<file path="src/rtl/dmux8_way_pkg.sv">
// Shared types for the dmux8_way slice: the 14-bit registered result
// bundle and its cleared value.
package dmux8_way_pkg;

  localparam int Y2_W = 2;
  localparam int Y4_W = 4;
  localparam int Y8_W = 8;

  typedef struct packed {
    logic [Y2_W-1:0] y2;
    logic [Y4_W-1:0] y4;
    logic [Y8_W-1:0] y8;
  } dmux_out_t;

  localparam dmux_out_t OUT_ZERO = '{y2: 2'b00, y4: 4'b0000, y8: 8'h00};

endpackage

</file>
<file path="src/rtl/dmux8_way_cell.sv">
// Combinational 1:2 demux leaf used to build the dmux8_way select tree.
module dmux_cell (
  input  logic in,
  input  logic sel,
  output logic a,
  output logic b
);

  assign a = in & ~sel;
  assign b = in & sel;

endmodule

</file>
<file path="src/rtl/dmux8_way.sv">
// Registered 1:2 / 1:4 / 1:8 demux built as a dmux_cell tree
// (sel[2] at the root, then sel[1], then sel[0]), MSB-first output ordering.
module dmux8_way
  import dmux8_way_pkg::*;
(
  input  logic       clk,
  input  logic       rst,
  input  logic       en,
  input  logic       in,
  input  logic [2:0] sel,
  output logic [1:0] y2,
  output logic [3:0] y4,
  output logic [7:0] y8
);

  logic [1:0] lvl2_s;
  logic [3:0] lvl4_s;
  logic [7:0] lvl8_s;
  dmux_out_t  next_s;
  dmux_out_t  out_r;

  // Node at bit p of one level feeds bits 2p+1 (sel=0) and 2p (sel=1) of the next.
  dmux_cell u_root (
    .in  (in),
    .sel (sel[2]),
    .a   (lvl2_s[1]),
    .b   (lvl2_s[0])
  );

  for (genvar p = 0; p < 2; p++) begin : g_lvl4
    dmux_cell u_cell (
      .in  (lvl2_s[p]),
      .sel (sel[1]),
      .a   (lvl4_s[2*p+1]),
      .b   (lvl4_s[2*p])
    );
  end

  for (genvar q = 0; q < 4; q++) begin : g_lvl8
    dmux_cell u_cell (
      .in  (lvl4_s[q]),
      .sel (sel[0]),
      .a   (lvl8_s[2*q+1]),
      .b   (lvl8_s[2*q])
    );
  end

  // Bundle the three tree levels so they are captured together.
  always_comb begin
    next_s    = OUT_ZERO;
    next_s.y2 = lvl2_s;
    next_s.y4 = lvl4_s;
    next_s.y8 = lvl8_s;
  end

  // Single output register stage; reset dominates enable.
  always_ff @(posedge clk or posedge rst) begin
    if (rst) begin
      out_r <= OUT_ZERO;
    end else if (en) begin
      out_r <= next_s;
    end else begin
      out_r <= out_r;
    end
  end

  assign y2 = out_r.y2;
  assign y4 = out_r.y4;
  assign y8 = out_r.y8;

endmodule

</file>
<file path="config.mk">
export PLATFORM = sky130hd
export DESIGN_NAME = dmux8_way
export DESIGN_NICKNAME = d
export VERILOG_FILES = /design/src/rtl/dmux8_way_pkg.sv /design/src/rtl/dmux8_way_cell.sv /design/src/rtl/dmux8_way.sv
export SDC_FILE = /design/constraint.sdc
export NUM_CORES = 1
export LEC_CHECK = 0
export ABC_AREA = 1
export BUFFER_PORTS_ARGS = -buffer_cell sky130_fd_sc_hd__buf_4
export CORE_AREA = 2 2 39 41
export DETAILED_ROUTE_END_ITERATION = 8
export DIE_AREA = 0 0 41 43
export HOLD_SLACK_MARGIN = 0.12
export PLACE_DENSITY = 0.76
export SYNTH_ARGS = -nofsm -noshare
export SYNTH_HDL_FRONTEND = slang
export SYNTH_SLANG_ARGS = --single-unit
</file>
<file path="constraint.sdc">
create_clock -name clk -period 0.9 [get_ports clk]
set_clock_uncertainty 0.15 [all_clocks]
set_input_delay 0.09 -clock clk [delete_from_list [all_inputs] [get_ports clk]]
set_output_delay 0.09 -clock clk [all_outputs]
set_load 0.01 [all_outputs]
</file>
=== Word-level counts from Yosys, hierarchy flattened ===
Index checks and enable logic that the tools add are counted.
Widths: inputs -> output; s select.

* Bitwise gates (word level): 17

{| class="wikitable"
|+ Operators with widths
! operator !! count
|-
| $and 1x1->1 || 14
|-
| $not 1->1 || 3
|}

* Word-level logic and storage cells: 20
* Bits in registers: 14
* Bits of input ports: 7

=== Longest topological paths before layout ===
Gate-level depths: netlist of the first run.

* Depth after elaboration: 4
* Depth in mapped cells: 4
* Mapped depth without buffers: 4

=== By module ===
Synthesis of the first run repeated with hierarchy kept, for this count alone.

* Cells, all modules: 88
* Area, all modules: 656.9 µm²

{| class="wikitable"
|+ Modules (own cells, without submodules)
! module !! area an instance (µm²) !! times used !! cells each
|-
| dmux8_way || 534.3 || 1 || 60
|-
| dmux_cell || 17.5 || 7 || 4
|}

=== Least setup slack after synthesis of the first run ===
OpenSTA, ideal clock, no wires.

* Path type: reg2reg
* Start: register, netlist name y4[0]
* End: register out_r (netlist bit y4[0])
* Path buffers: 0
* Arrival time: 516 ps
* Setup time: 127 ps
* Slack: 107 ps
* Data required time: 623 ps
* Cell stages (with the launch flop): 3
* Cells stage by stage: dfrtp_1 nand2_1 o21ai_0

{| class="wikitable"
|+ RTL lines
! element !! line !! text
|-
| to (signal assigned) || dmux8_way.sv:61 || <nowiki>out_r <= next_s;</nowiki>
|-
| to (signal assigned) || dmux8_way.sv:63 || <nowiki>out_r <= out_r;</nowiki>
|-
| to (decl) || dmux8_way.sv:20 || <nowiki>dmux_out_t out_r;</nowiki>
|}

=== Worst setup path after layout of the first run ===
* Start: register out_r (netlist bit y4[1])
* End: output port y4[1]

{| class="wikitable"
|+ RTL lines
! element !! line !! text
|-
| to (decl) || dmux8_way.sv:12 || <nowiki>output logic [3:0] y4,</nowiki>
|}

No word-level cell between the ends.

==> summary by stage, run 1 <==
Clock network
The hold buffer count at cts is 1. Clock latency on the worst-skew pair, taken at its later pin, is 270 ps. The clock transition at the register clock pins on the worst setup and hold paths after CTS is 80 ps.

The total number of H-tree levels is 1. The root buffer cell is sky130_fd_sc_hd__clkbuf_4. The total CTS buffers is 3. TritonCTS built the clock tree. The count of clock tree sinks is 14. The maximum clock path buffer count is 2.

STA
The post-route worst setup slack is -149 ps. Of the available clock period, the critical path in the final layout requires 1.17. Counting I/O delays and the setup requirement, the final critical path takes 1050 ps. Across all hold checks on the routed design, the worst slack comes to -115 ps.

Measured against its own limit, the worst slew margin works out to 0.680. Timing would allow up to 954 MHz. Setup repair after global routing could not meet its margin everywhere. The final hold violation count is 12.

The aggregate negative setup slack is -1870 ps. The final setup violation count is 17. The total count of max-transition violations in the final report is 0.

For the pin with the worst max-slew slack, the measured transition is 480 ps.

Routing
Across all layers, the routed design uses 520 vias. The detailed-router iteration count before antenna repair is 4. After detailed routing, the average wire length per cell comes to 11.8 µm. The count of nets left with antenna violations once routing finished came out at 0. The detail-routed via count per cell is 4.73. The initial DRC count is 8. For this block, the routed nets add up to 1.30 mm of wire. For this run, design rule violations remaining after detail routing come to 0.

Yosys
The synthesized design spends more area on one cell type than any other, namely sky130_fd_sc_hd__dfrtp_1. Averaged over all synthesized cells, the footprint is 8.96 µm². In this run, synthesis produced a sequential element count of 14. The number of nets produced by synthesis is 70.

The cell area after technology mapping is 564 µm². Of the post-synthesis cell area, the dominant cell type holds 0.621. For this run, the leading register cell type out of synthesis is sky130_fd_sc_hd__dfrtp_1. Counting flops with a built-in enable in the synthesized netlist gives 0. Sorting the synthesized cells by area gives the leading types as sky130_fd_sc_hd__dfrtp_1 (62%), sky130_fd_sc_hd__nand2_1 (19%), sky130_fd_sc_hd__nand3_1 (8.0%), sky130_fd_sc_hd__o21ai_0 (2.7%), sky130_fd_sc_hd__inv_1 (2.7%). By instance count, the leading cell after synthesis is sky130_fd_sc_hd__nand2_1. The synthesized instance count is 63. During synthesis, Yosys emitted a total of 0 warnings. The count of cell types in the netlist is 8.

For this run, asynchronously set or reset flops after synthesis account for 1.00. Of the synthesized area, sequential elements account for 0.621. The commonest cells after synthesis are sky130_fd_sc_hd__nand2_1 (29), sky130_fd_sc_hd__dfrtp_1 (14), sky130_fd_sc_hd__nand3_1 (9), sky130_fd_sc_hd__inv_1 (4), sky130_fd_sc_hd__o21ai_0 (3).

Pwr
The leakage power of the design is 0.501 nW. IR analysis of the VDD net gives a maximum drop of 0.921 mV. The overall power after layout is 1.24 mW. For this design the ratio of total power to cell area is 1370 mW/mm².

Placement
Buffers placed on the I/O ports in this run total 20. The post-placement cell area is 731 µm². Including well taps, the total number of placed cells is 99. The HPWL reported at the end of detailed placement is 874 µm.

The routability congestion estimate is 0.804.

Critical path
The critical path's largest stage delay is 410 ps. In this run the worst path has a maximum fanout of 2. The worst setup path is captured at an output pin.

Traced cell by cell, the critical path runs through buf_6. The number of buffers and inverters on the critical path is 1. The worst endpoint required time is 660 ps. Grouping stages by cell kind, the critical path spends the most delay in flip-flops. The kind of launch point of the worst setup path is a register. The category of the critical setup timing path is register to output pin.

The slowest stage of the critical path is the sky130_fd_sc_hd__dfrtp_1 cell. The setup slack of the worst register-to-register path is -40 ps. Data on the critical path arrives at its endpoint at 810 ps.

Cells and area
The combined area of the multi-input logic cells is 203 µm². The synthesis-to-finish area growth is 59.9%. The final cell count without fillers is 110.

The repair_antennas step left the layout with diodes totalling 0. After routing the design area is 902 µm². The area occupied by registers is 350 µm².

Measured on the finished design, the core utilization comes to 0.652. Counting the fill cells in the layout gives 110. In the final design database the tool counted 103 nets. Of the cells placed in the final design, the portion with a size suffix greater than 1 is 0.404.

GRT
Entering global routing, the biggest net connects 15 pins. The number of antenna violations at the first check in global routing is 0. After global routing, the most crowded layer is met2. The sum of overflow across all layers after global routing is 0. For met1 alone, demand over resource in global routing was 0.203.

The overall fraction of global-route tracks in use is 0.174. The first-pass GRT wire length is 2.00 mm. The via count of the first global-routing pass is 472.

The met2 track demand over resource in global routing is 0.272. The global routing usage on met3 is 0.0471.

Run status
The checks that failed: hold timing, setup timing. The flow ran to the end, but the final reports show violations.

Floorplanning
The row count is 14. The initial core utilization is 0.408. 21 I/O pins were placed. The floorplan core area is 0.00138 mm². The floorplan step set the die height to 43 µm. The die covers 0.00176 mm². Measured along the x axis, the die boundary spans 41 µm.

Flow run
The tool flagged a number of max-cap violations equal to 0.

Min path
The worst min-delay path category is primary input to register.
-- final cells by class --
class,instances,area share
sequential,14,0.388
inverter,4,0.0166
clock buffer,3,0.0250
multi-input combinational,44,0.225
tap,16,0.0222
timing repair buffer,29,0.323
-- flip-flops by register name, summed over array words and instances, names as in the netlist --
register / count
y2: 2
y4: 4
y8: 8
-- cell families (layout without fill, tap and decap cells) --
group,count (synthesis),after routing,share of synthesized area
simple gates,41,41,0.306
buf+inv,5,36,0.0466
compound gates,3,3,0.0266
flops,14,14,0.621
-- placed cells by master, fill, tap and decap left out --
cell type                       synthesis  final
sky130_fd_sc_hd__nor2_4                 1      1
sky130_fd_sc_hd__o21ai_1                0      3
sky130_fd_sc_hd__dfrtp_1               14     14
sky130_fd_sc_hd__buf_4                  0      9
sky130_fd_sc_hd__clkbuf_4               0      3
sky130_fd_sc_hd__nand2_2                0      6
sky130_fd_sc_hd__inv_1                  4      4
sky130_fd_sc_hd__dlygate4sd3_1          0      1
sky130_fd_sc_hd__nand3_1                9      9
sky130_fd_sc_hd__nand2_1               29     23
sky130_fd_sc_hd__nor2_1                 2      2
sky130_fd_sc_hd__buf_6                  1     19
-- through the flow --
stage / hold WS (ps) / setup WS (ps)
3_3_place_gp: -51.9 / 6.12
5_1_grt: -134 / -186
3_5_place_dp: -49.0 / -74.7
2_1_floorplan: -171 / 107
6_report: -115 / -149
4_1_cts: -121 / -143
-- report_power, final --
| group | internal, mW | switching (mW) |
|---|---|---|
| Combinational | 0.124 | 0.103 |
| Clock | 0.154 | 0.172 |
| Sequential | 0.658 | 0.0240 |
| Total | 0.937 | 0.299 |
-- final timing paths --
| path | from | end | cells after the start |
|---|---|---|---|
| min in group asynchronous | rst | y2[1]$_DFFE_PP0P_ | 4 |
| min reg2reg | y8[4]$_DFFE_PP0P_ | y8[4]$_DFFE_PP0P_ | 2 |
| max in group asynchronous | rst | y8[0]$_DFFE_PP0P_ | 4 |
| max reg2reg | y2[1]$_DFFE_PP0P_ | y2[1]$_DFFE_PP0P_ | 3 |
| min | sel[1] | y4[1]$_DFFE_PP0P_ | 2 |
| max | y4[1]$_DFFE_PP0P_ | y4[1] | 1 |
-- layer usage --
metal,wire [µm],up-vias
li1,-,262
met1,516,242
met4,12,0
met2,709,14
met5,0,-
met3,61,2
-- what timing repair did --
item / 4_1_cts / 5_1_grt
buffers inserted: 7 / 2
hold endpoints to repair: 28 / 14
setup endpoints to repair: 14 / 21
pin swaps: 1 / 4
gates cloned: 0 / 0
resized for setup: 17 / 11
(Power assumes the default switching activity.)
==> inputs of run 2 (changes only) <==
ABC_AREA = not set   (was 1)
CELL_PAD_IN_SITES_DETAIL_PLACEMENT = 1   (was not set)
CELL_PAD_IN_SITES_GLOBAL_PLACEMENT = 1   (was not set)
CORE_AREA = not set   (was 2 2 39 41)
CORE_UTILIZATION = 37   (was not set)
DIE_AREA = not set   (was 0 0 41 43)
PLACE_DENSITY = 0.81   (was 0.76)
==> run 2 against run 1 <==
Compared with the run above: non-clock buffer count increased by 8; the run still ends with hold timing, setup timing left; synthesized area increased by 16%; critical path depth increased by 1; design area increased by 21%; largest power group unchanged; combinational power increased by 40%; register-to-register slack got worse by 170 ps; via count increased by 6.3%; sequential cell count unchanged; highest routed layer unchanged; critical endpoint is now y8[0].
==> summary by stage, run 2 <==
Yosys
Ranked by instance count, the synthesized netlist is headed by sky130_fd_sc_hd__dfrtp_1 (14), sky130_fd_sc_hd__nor2b_1 (7), sky130_fd_sc_hd__inv_1 (5), sky130_fd_sc_hd__a31o_2 (4). Yosys attributes the largest share of cell area to sky130_fd_sc_hd__dfrtp_1 (54%), sky130_fd_sc_hd__nor2b_1 (6.7%), sky130_fd_sc_hd__a31o_2 (5.4%), sky130_fd_sc_hd__o22ai_2 (3.8%), sky130_fd_sc_hd__a41o_2 (3.4%). The share of the yosys chip area belonging to registers was 0.535 (-0.0855). The count of cell types in the netlist is 19 (+11). Yosys instantiated no cell more often than sky130_fd_sc_hd__dfrtp_1. The cell area after technology mapping was 654 µm² (+16%).

The portion of synthesized cell area occupied by the leading cell type is 0.535 (-0.0855). The number of enable-type register cells in the synthesized netlist is 0 (unchanged). The fraction of registers with async set/reset is 1.00 (unchanged). The synthesized instance count is 52 (-17%). The register bit count reported by yosys is 14 (unchanged). For this run, the leading register cell type out of synthesis is sky130_fd_sc_hd__dfrtp_1. The number of nets produced by synthesis was 59 (-16%). The cell type contributing the most total cell area after synthesis is sky130_fd_sc_hd__dfrtp_1. The number of warnings reported in the yosys synthesis log was 0 (unchanged). The synthesized area per cell was 12.6 µm² (+40%).

Cells and area
The final cell count without fillers is 107 (-2.7%). In the layout the commonest cells are sky130_fd_sc_hd__buf_6 (21), sky130_fd_sc_hd__buf_4 (15), sky130_fd_sc_hd__dfrtp_1 (14). The number of flip-flops in the largest register is 8 (unchanged). The number of inserted diodes was 0 (unchanged).

The fraction of final layout cells sized beyond drive strength 1 is 0.703 (+0.299). The final non-filler cell area is 0.00110 mm² (+21%). Leaving out fill and tap cells, the most frequent cell in the layout is sky130_fd_sc_hd__buf_6. Relative to the synthesized area, the layout overhead comes to 67.5%.

The net count reported at finish came to 99 (-3.9%).

Min path
The hold path depth is 3 (+1). The worst hold endpoint is y4[0]$_DFFE_PP0P_. The worst hold path begins at sel[1]. The worst min-delay path category is primary input to register.

Clock network
The root buffer cell is sky130_fd_sc_hd__clkbuf_4. The hold buffer count at cts came to 1 (unchanged). TritonCTS built the clock tree. The total CTS buffers is 3 (unchanged). The count of clock tree sinks was 14 (unchanged). The clock transition at the register clock pins on the worst setup and hold paths after CTS is 90 ps (about the same). The worst-skew pair later-pin latency is 270 ps (about the same). The maximum clock path buffer count is 2 (unchanged). The total number of H-tree levels is 1 (unchanged).

STA
The highest clock rate is 862 MHz (-9.6%). The clock period minus final worst setup slack is 1160 ps (+112 ps). The total count of max-transition violations in the final report is 0 (unchanged). The smallest hold slack is -24.8 ps (+90.1 ps). The final setup violation count is 27 (+10). The worst slew slack as a fraction of its limit is 0.808 (+0.129).

The pin slew with the least headroom to its limit is 287 ps (-193 ps). The post-route worst setup slack came to -260 ps (-112 ps). The final worst-path cycle share is 1.29 (+0.124). Setup repair after global routing could not meet its margin everywhere. The final hold violation count was 3 (-9). The aggregate negative setup slack was -3730 ps (-1870 ps).

Critical path
Traced cell by cell, the critical path runs through buf_6 > buf_6. The launching point of the worst reg2reg path is y8[7]$_DFFE_PP0P_. The worst register-to-register path ends at y8[7]$_DFFE_PP0P_. The data arrival time of the critical path was 920 ps (+110 ps). The highest-delay cell along the critical path is sky130_fd_sc_hd__dfrtp_1.

The kind of launch point of the worst setup path is a register. The peak fanout along the critical path is 2 (unchanged). The critical path's largest stage delay is 410 ps (about the same). The worst setup path is captured at an output pin.

The number of cells traversed by the worst register-to-register path was 3 (unchanged). The worst endpoint required time was 660 ps (about the same). The worst setup path is of the register to output pin kind. The most numerous cell type found on the critical path is sky130_fd_sc_hd__buf_6. The setup slack of the worst register-to-register path is -210 ps (-170 ps).

Floorplanning
The initial core utilization came to 0.415 (+0.00730). The width of the die is 44.1 µm (+7.5%). The die area was 0.00194 mm² (+10%). The row count is 14 (unchanged). The floorplan core area is 0.00158 mm² (+14%).

The boundary pin count was 21 (unchanged). The overall die height is 44.1 µm (+2.5%).

Placement
The pre-CTS setup slack is -114 ps (-39.4 ps). The routability congestion estimate was 0.694 (-14%). The post-placement cell area was 880 µm² (+20%).

The number of port buffers is 20 (unchanged). The HPWL reported at the end of detailed placement is 1.10 mm (+26%). The number of placed instances with taps included is 97 (-2.0%).

Routing
The total wire length after detailed routing is 1.95 mm (+50%). The detailed-router iteration count before antenna repair was 5 (+1). The detail-routed via count per cell is 5.17 (+9.3%). The routed via count was 553 (+6.3%).

The antenna violation net count after detailed routing came to 0 (unchanged). The average routed wire per standard cell was 18.2 µm (+54%). The number of design rule violations left after detail routing was 0 (unchanged). The initial DRC count is 2 (-6).

GRT
The first-pass GRT wire length is 2.90 mm (+45%). The sum of overflow across all layers after global routing is 0 (unchanged). The via count of the first global-routing pass was 596 (+26%). The pin count of the biggest net entering global routing came to 15 (unchanged). The overall fraction of global-route tracks in use is 0.210 (+0.0354). The number of antenna violations at the first check in global routing is 0 (unchanged).

Pwr
The maximum VDD drop was 1.12 mV (+22%). The leakage power of the design is 0.547 nW (+9.2%). The power density normalized to cell area came to 1330 mW/mm² (-3.0%).

Run status
The flow ran to the end, but the final reports show violations. The checks that failed: hold timing, setup timing.

Flow run
The total of max-cap violations is 0 (unchanged).
[run 2: changes by cell type in the layout (fill, tap and decap cells not counted), moves of 3 or more]
cell                      change
sky130_fd_sc_hd__o21ai_1      -3
sky130_fd_sc_hd__nor2b_4      +4
sky130_fd_sc_hd__nor2b_1      +3
sky130_fd_sc_hd__o22ai_2      +4
sky130_fd_sc_hd__nand2_2      -6
sky130_fd_sc_hd__nand2_1     -22
sky130_fd_sc_hd__nand3_1      -9
sky130_fd_sc_hd__a31o_2       +3
sky130_fd_sc_hd__buf_4        +6
[run 2: power by group]
part / total, mW / internal (mW) / switching, mW
Clock: 0.457 / 0.246 / 0.211
Combinational: 0.318 / 0.180 / 0.138
Sequential: 0.682 / 0.659 / 0.0224
Total: 1.46 / 1.09 / 0.371
[run 2: layer usage]
layer  wire length [µm]  track usage  up-vias  part of all wire
met5                  0            0        -                 0
met4                 17       0.0909        0            0.0087
met3                 32       0.0245        2             0.016
met2               1090        0.338        9              0.56
met1                814        0.285      285              0.42
li1                   -            -      257                 -
[run 2: worst max-delay path: cells and delay by family (launching register included)]
| kind | cells | cell delay (ps) |
|---|---|---|
| buffers and inverters | 2 | 230 |
| DFF | 1 | 410 |
[run 2: what timing repair did]
action	4_1_cts	5_1_grt
buffers inserted	2	3
endpoints found under the hold margin	28	14
setup endpoints to repair	23	25
gates resized for setup	24	11
[run 2: layout make-up]
type | instances | area [µm²]
Fill cell | 156 | 480
Timing Repair Buffer | 37 | 359
Sequential cell | 14 | 350
Multi-Input combinational cell | 31 | 309
Clock buffer | 4 | 36.3
Inverter | 5 | 21.3
Tap cell | 16 | 20.0
[run 2: logic make-up after synthesis]
logic type | after synthesis | share of synthesized area
AOI/OAI and AO/OA | 12 | 0.172
buffers and inverters | 7 | 0.0765
and+or+nand+nor | 17 | 0.182
DFF | 14 | 0.535
muxes | 2 | 0.0344
[run 2: stage by stage]
step,power (mW),utilization
final,1.46,0.695
after global routing,1.52,0.695
after CTS,1.44,0.655
after detailed placement,0.924,0.558
after global placement,0.916,0.558
after floorplan,0.805,-
[run 2: worst max path at each step]
stage                                 start                end
after floorplan           y8[0]$_DFFE_PP0P_  y8[0]$_DFFE_PP0P_
after global placement    y8[0]$_DFFE_PP0P_  y8[0]$_DFFE_PP0P_
after detailed placement  y8[5]$_DFFE_PP0P_  y8[5]$_DFFE_PP0P_
after CTS                 y8[7]$_DFFE_PP0P_              y8[7]
after global routing      y8[0]$_DFFE_PP0P_              y8[0]
final                     y8[0]$_DFFE_PP0P_              y8[0]
==> inputs of run 3 (changes only) <==
ABC_AREA = 1   (was not set)
CORE_UTILIZATION = 33   (was 37)
PLACE_DENSITY = 0.8   (was 0.81)
==> run 3 against run 2 <==
Compared with the run above: the run ends with DRC, hold timing, setup timing left; routed wire length fell by 14%; critical path depth down 1; first-iteration DRC count grew to 5.5 times the previous value; count of clock-buffer cells in the layout shrank 1; total power decreased by 13%; sequential share of layout area grew 4.6 points; non-clock buffer count down 3; clock power fell by 27%; worst hold slack lost 76 ps; maximum frequency increased by 11%; global-route usage decreased by 0.54 points; sequential power is essentially flat; highest routed layer unchanged.
==> summary by stage, run 3 (same netlist as run 1, synthesis figures left out) <==
Run status
The run finished, with violations left. The final reports fail on DRC, hold timing, setup timing.

Routing
The antenna violation net count after detailed routing is 0 (unchanged). The detailed-router iteration count before antenna repair is 6 (+1). The detail-routed via count per cell came to 4.96 (-4.1%).

The initial DRC count was 11 (+9). The routed via count is 570 (+3.1%). The average routed wire per standard cell is 14.5 µm (-20%). The number of design rule violations left after detail routing is 6 (+6). The total wire length after detailed routing was 1.67 mm (-14%).

GRT
The number of antenna violations at the first check in global routing was 0 (unchanged). The overall fraction of global-route tracks in use is 0.204 (-0.00538). The pin count of the biggest net entering global routing is 15 (unchanged). The first-pass GRT wire length is 2.68 mm (-7.8%).

The sum of overflow across all layers after global routing is 0 (unchanged). The via count of the first global-routing pass is 603 (+1.2%).

Placement
The post-placement cell area was 738 µm² (-16%). The routability congestion estimate is 0.797 (+15%). The pre-CTS setup slack is -74.2 ps (+39.9 ps). The HPWL reported at the end of detailed placement was 1.02 mm (-7.4%). The number of port buffers is 20 (unchanged).

STA
The clock period minus final worst setup slack is 1050 ps (-110 ps). The final worst-path cycle share is 1.17 (-0.123). The smallest hold slack is -101 ps (-76.5 ps).

The highest clock rate was 952 MHz (+11%). The final setup violation count is 17 (-37%). The total count of max-transition violations in the final report is 0 (unchanged). The final hold violation count is 10 (+7).

The post-route worst setup slack was -150 ps (+110 ps). The worst slew slack as a fraction of its limit is 0.620 (-0.189). Setup repair after global routing could not meet its margin everywhere. The pin slew with the least headroom to its limit is 570 ps (+283 ps).

Clock network
The maximum clock path buffer count came to 2 (unchanged). The total number of H-tree levels is 1 (unchanged). TritonCTS built the clock tree. The clock transition at the register clock pins on the worst setup and hold paths after CTS was 80 ps (about the same).

The worst-skew pair later-pin latency is 270 ps (about the same). The total CTS buffers is 3 (unchanged). Clock tree synthesis selected as its root buffer the cell sky130_fd_sc_hd__clkbuf_4.

The count of clock tree sinks is 14 (unchanged). The hold buffer count at cts is 1 (unchanged).

Critical path
The worst setup path is captured at an output pin. The setup slack of the worst register-to-register path was -100 ps (+110 ps). The critical path depth is 1 (-1). The category of the critical setup timing path is register to output pin. The kind of launch point of the worst setup path is a register. Tracing the worst setup path back leads to its startpoint at y8[7]$_DFFE_PP0P_.

The combined buffer and inverter count along the critical path is 1 (-1). The number of cells traversed by the worst register-to-register path was 4 (+1). The endpoint of the worst-slack reg-to-reg timing path is y8[7]$_DFFE_PP0P_. The worst endpoint required time is 660 ps (about the same).

In this design, the largest share of critical-path delay is due to flip-flops. The launching point of the worst reg2reg path is y8[7]$_DFFE_PP0P_. The peak fanout along the critical path came to 2 (unchanged).

The highest-delay cell along the critical path is sky130_fd_sc_hd__dfrtp_1. The signal on the critical path passes through buf_6. The capturing instance or port of the critical path is y8[7]. The data arrival time of the critical path is 810 ps (-110 ps). The critical path's largest stage delay is 410 ps (about the same).

Cells and area
The number of inserted diodes is 0 (unchanged). The count of filler cells inserted in the layout was 171 (+9.6%). The fraction of final layout cells sized beyond drive strength 1 is 0.455 (-0.249). The number of flip-flops in the largest register is 8 (unchanged). The top cell types in the final layout, fill and taps aside, are sky130_fd_sc_hd__nand2_1 (21), sky130_fd_sc_hd__buf_6 (21), sky130_fd_sc_hd__dfrtp_1 (14). The area occupied by registers is 350 µm² (unchanged). The final non-filler cell area is 957 µm² (-13%). The net count reported at finish is 108 (+9.1%). The utilization of the core after routing is 0.614 (-0.0813).

Compared with the post-synthesis result, the final layout area differs by 69.6%. The combined area of the multi-input logic cells is 213 µm² (-31%).

Pwr
The power density normalized to cell area is 1320 mW/mm² (-0.76%). The leakage power of the design is 0.537 nW (-1.9%). The maximum VDD drop is 0.870 mV (-22%).

Floorplanning
The die area came to 0.00188 mm² (-3.2%). The width of the die is 43.4 µm (-1.6%). The boundary pin count came to 21 (unchanged).

The row count is 14 (unchanged). The overall die height is 43.4 µm (-1.6%). The initial core utilization is 0.362 (-0.0531).

The floorplan core area was 0.00156 mm² (-1.1%).

Min path
The tightest min-delay check is of the primary input to register type. The startpoint identified for the worst hold timing path is sel[2].

Flow run
The total of max-cap violations is 0 (unchanged).
## run 3: cell types whose count changed in the layout (fill, tap and decap cells not counted), sizes merged, moves of 4 or more
cell	delta
nand3	+9
nor2b	-8
a31o	-6
nand2	+27
o22ai	-4
## run 3: worst min-delay path by stage
stage / end / slack, ps / depth (start not counted)
final: y2[1]$_DFFE_PP0P_ / -100 / 2
after global routing: y4[1]$_DFFE_PP0P_ / -100 / 2
after CTS: y2[1]$_DFFE_PP0P_ / -100 / 2
after detailed placement: y8[4]$_DFFE_PP0P_ / -40 / 3
after global placement: y8[4]$_DFFE_PP0P_ / -50 / 3
after floorplan: y2[0]$_DFFE_PP0P_ / -170 / 1
## run 3: layout make-up
class                           count  share of cell area
Sequential cell                    14               0.366
Timing Repair Buffer               34               0.352
Tap cell                           16              0.0209
Multi-Input combinational cell     44               0.222
Clock buffer                        3              0.0235
Inverter                            4              0.0157
## run 3: metal layers
layer,vias up,GRT usage,share of wire
li1,273,-,-
met1,281,0.216,0.40
met2,14,0.379,0.56
met3,2,0.0750,0.041
met4,0,0.0563,0.0024
met5,-,0,0
## run 3: power by group
part | internal [mW] | switching (mW) | total [mW]
logic | 0.132 | 0.114 | 0.246
clock network | 0.155 | 0.180 | 0.335
registers | 0.658 | 0.0234 | 0.682
total | 0.945 | 0.317 | 1.26
## run 3: stage by stage
step / hold WS (ps) / power (mW) / setup TNS (ps) / instances
2_1_floorplan: -171 / 0.758 / 0 / 63
3_3_place_gp: -49.3 / 0.851 / -7.25 / 100
3_5_place_dp: -35.4 / 0.859 / -459 / 100
4_1_cts: -102 / 1.25 / -2030 / 113
5_1_grt: -99.3 / 1.34 / -2910 / 115
6_report: -101 / 1.26 / -2150 / 115
## run 3: worst reg2reg max path, stage by stage (launching register included)
cell and delay [ps]:
sky130_fd_sc_hd__dfrtp_1 410, sky130_fd_sc_hd__buf_6 120, sky130_fd_sc_hd__buf_6 100, sky130_fd_sc_hd__nand2_2 60, sky130_fd_sc_hd__nand2_2 60
## run 3: repair_timing
item / in CTS / in global routing
pin swaps: 1 / 7
endpoints found under the hold margin: 28 / 14
setup endpoints to repair: 14 / 23
resized for setup: 18 / 13
buffers inserted: 9 / 3
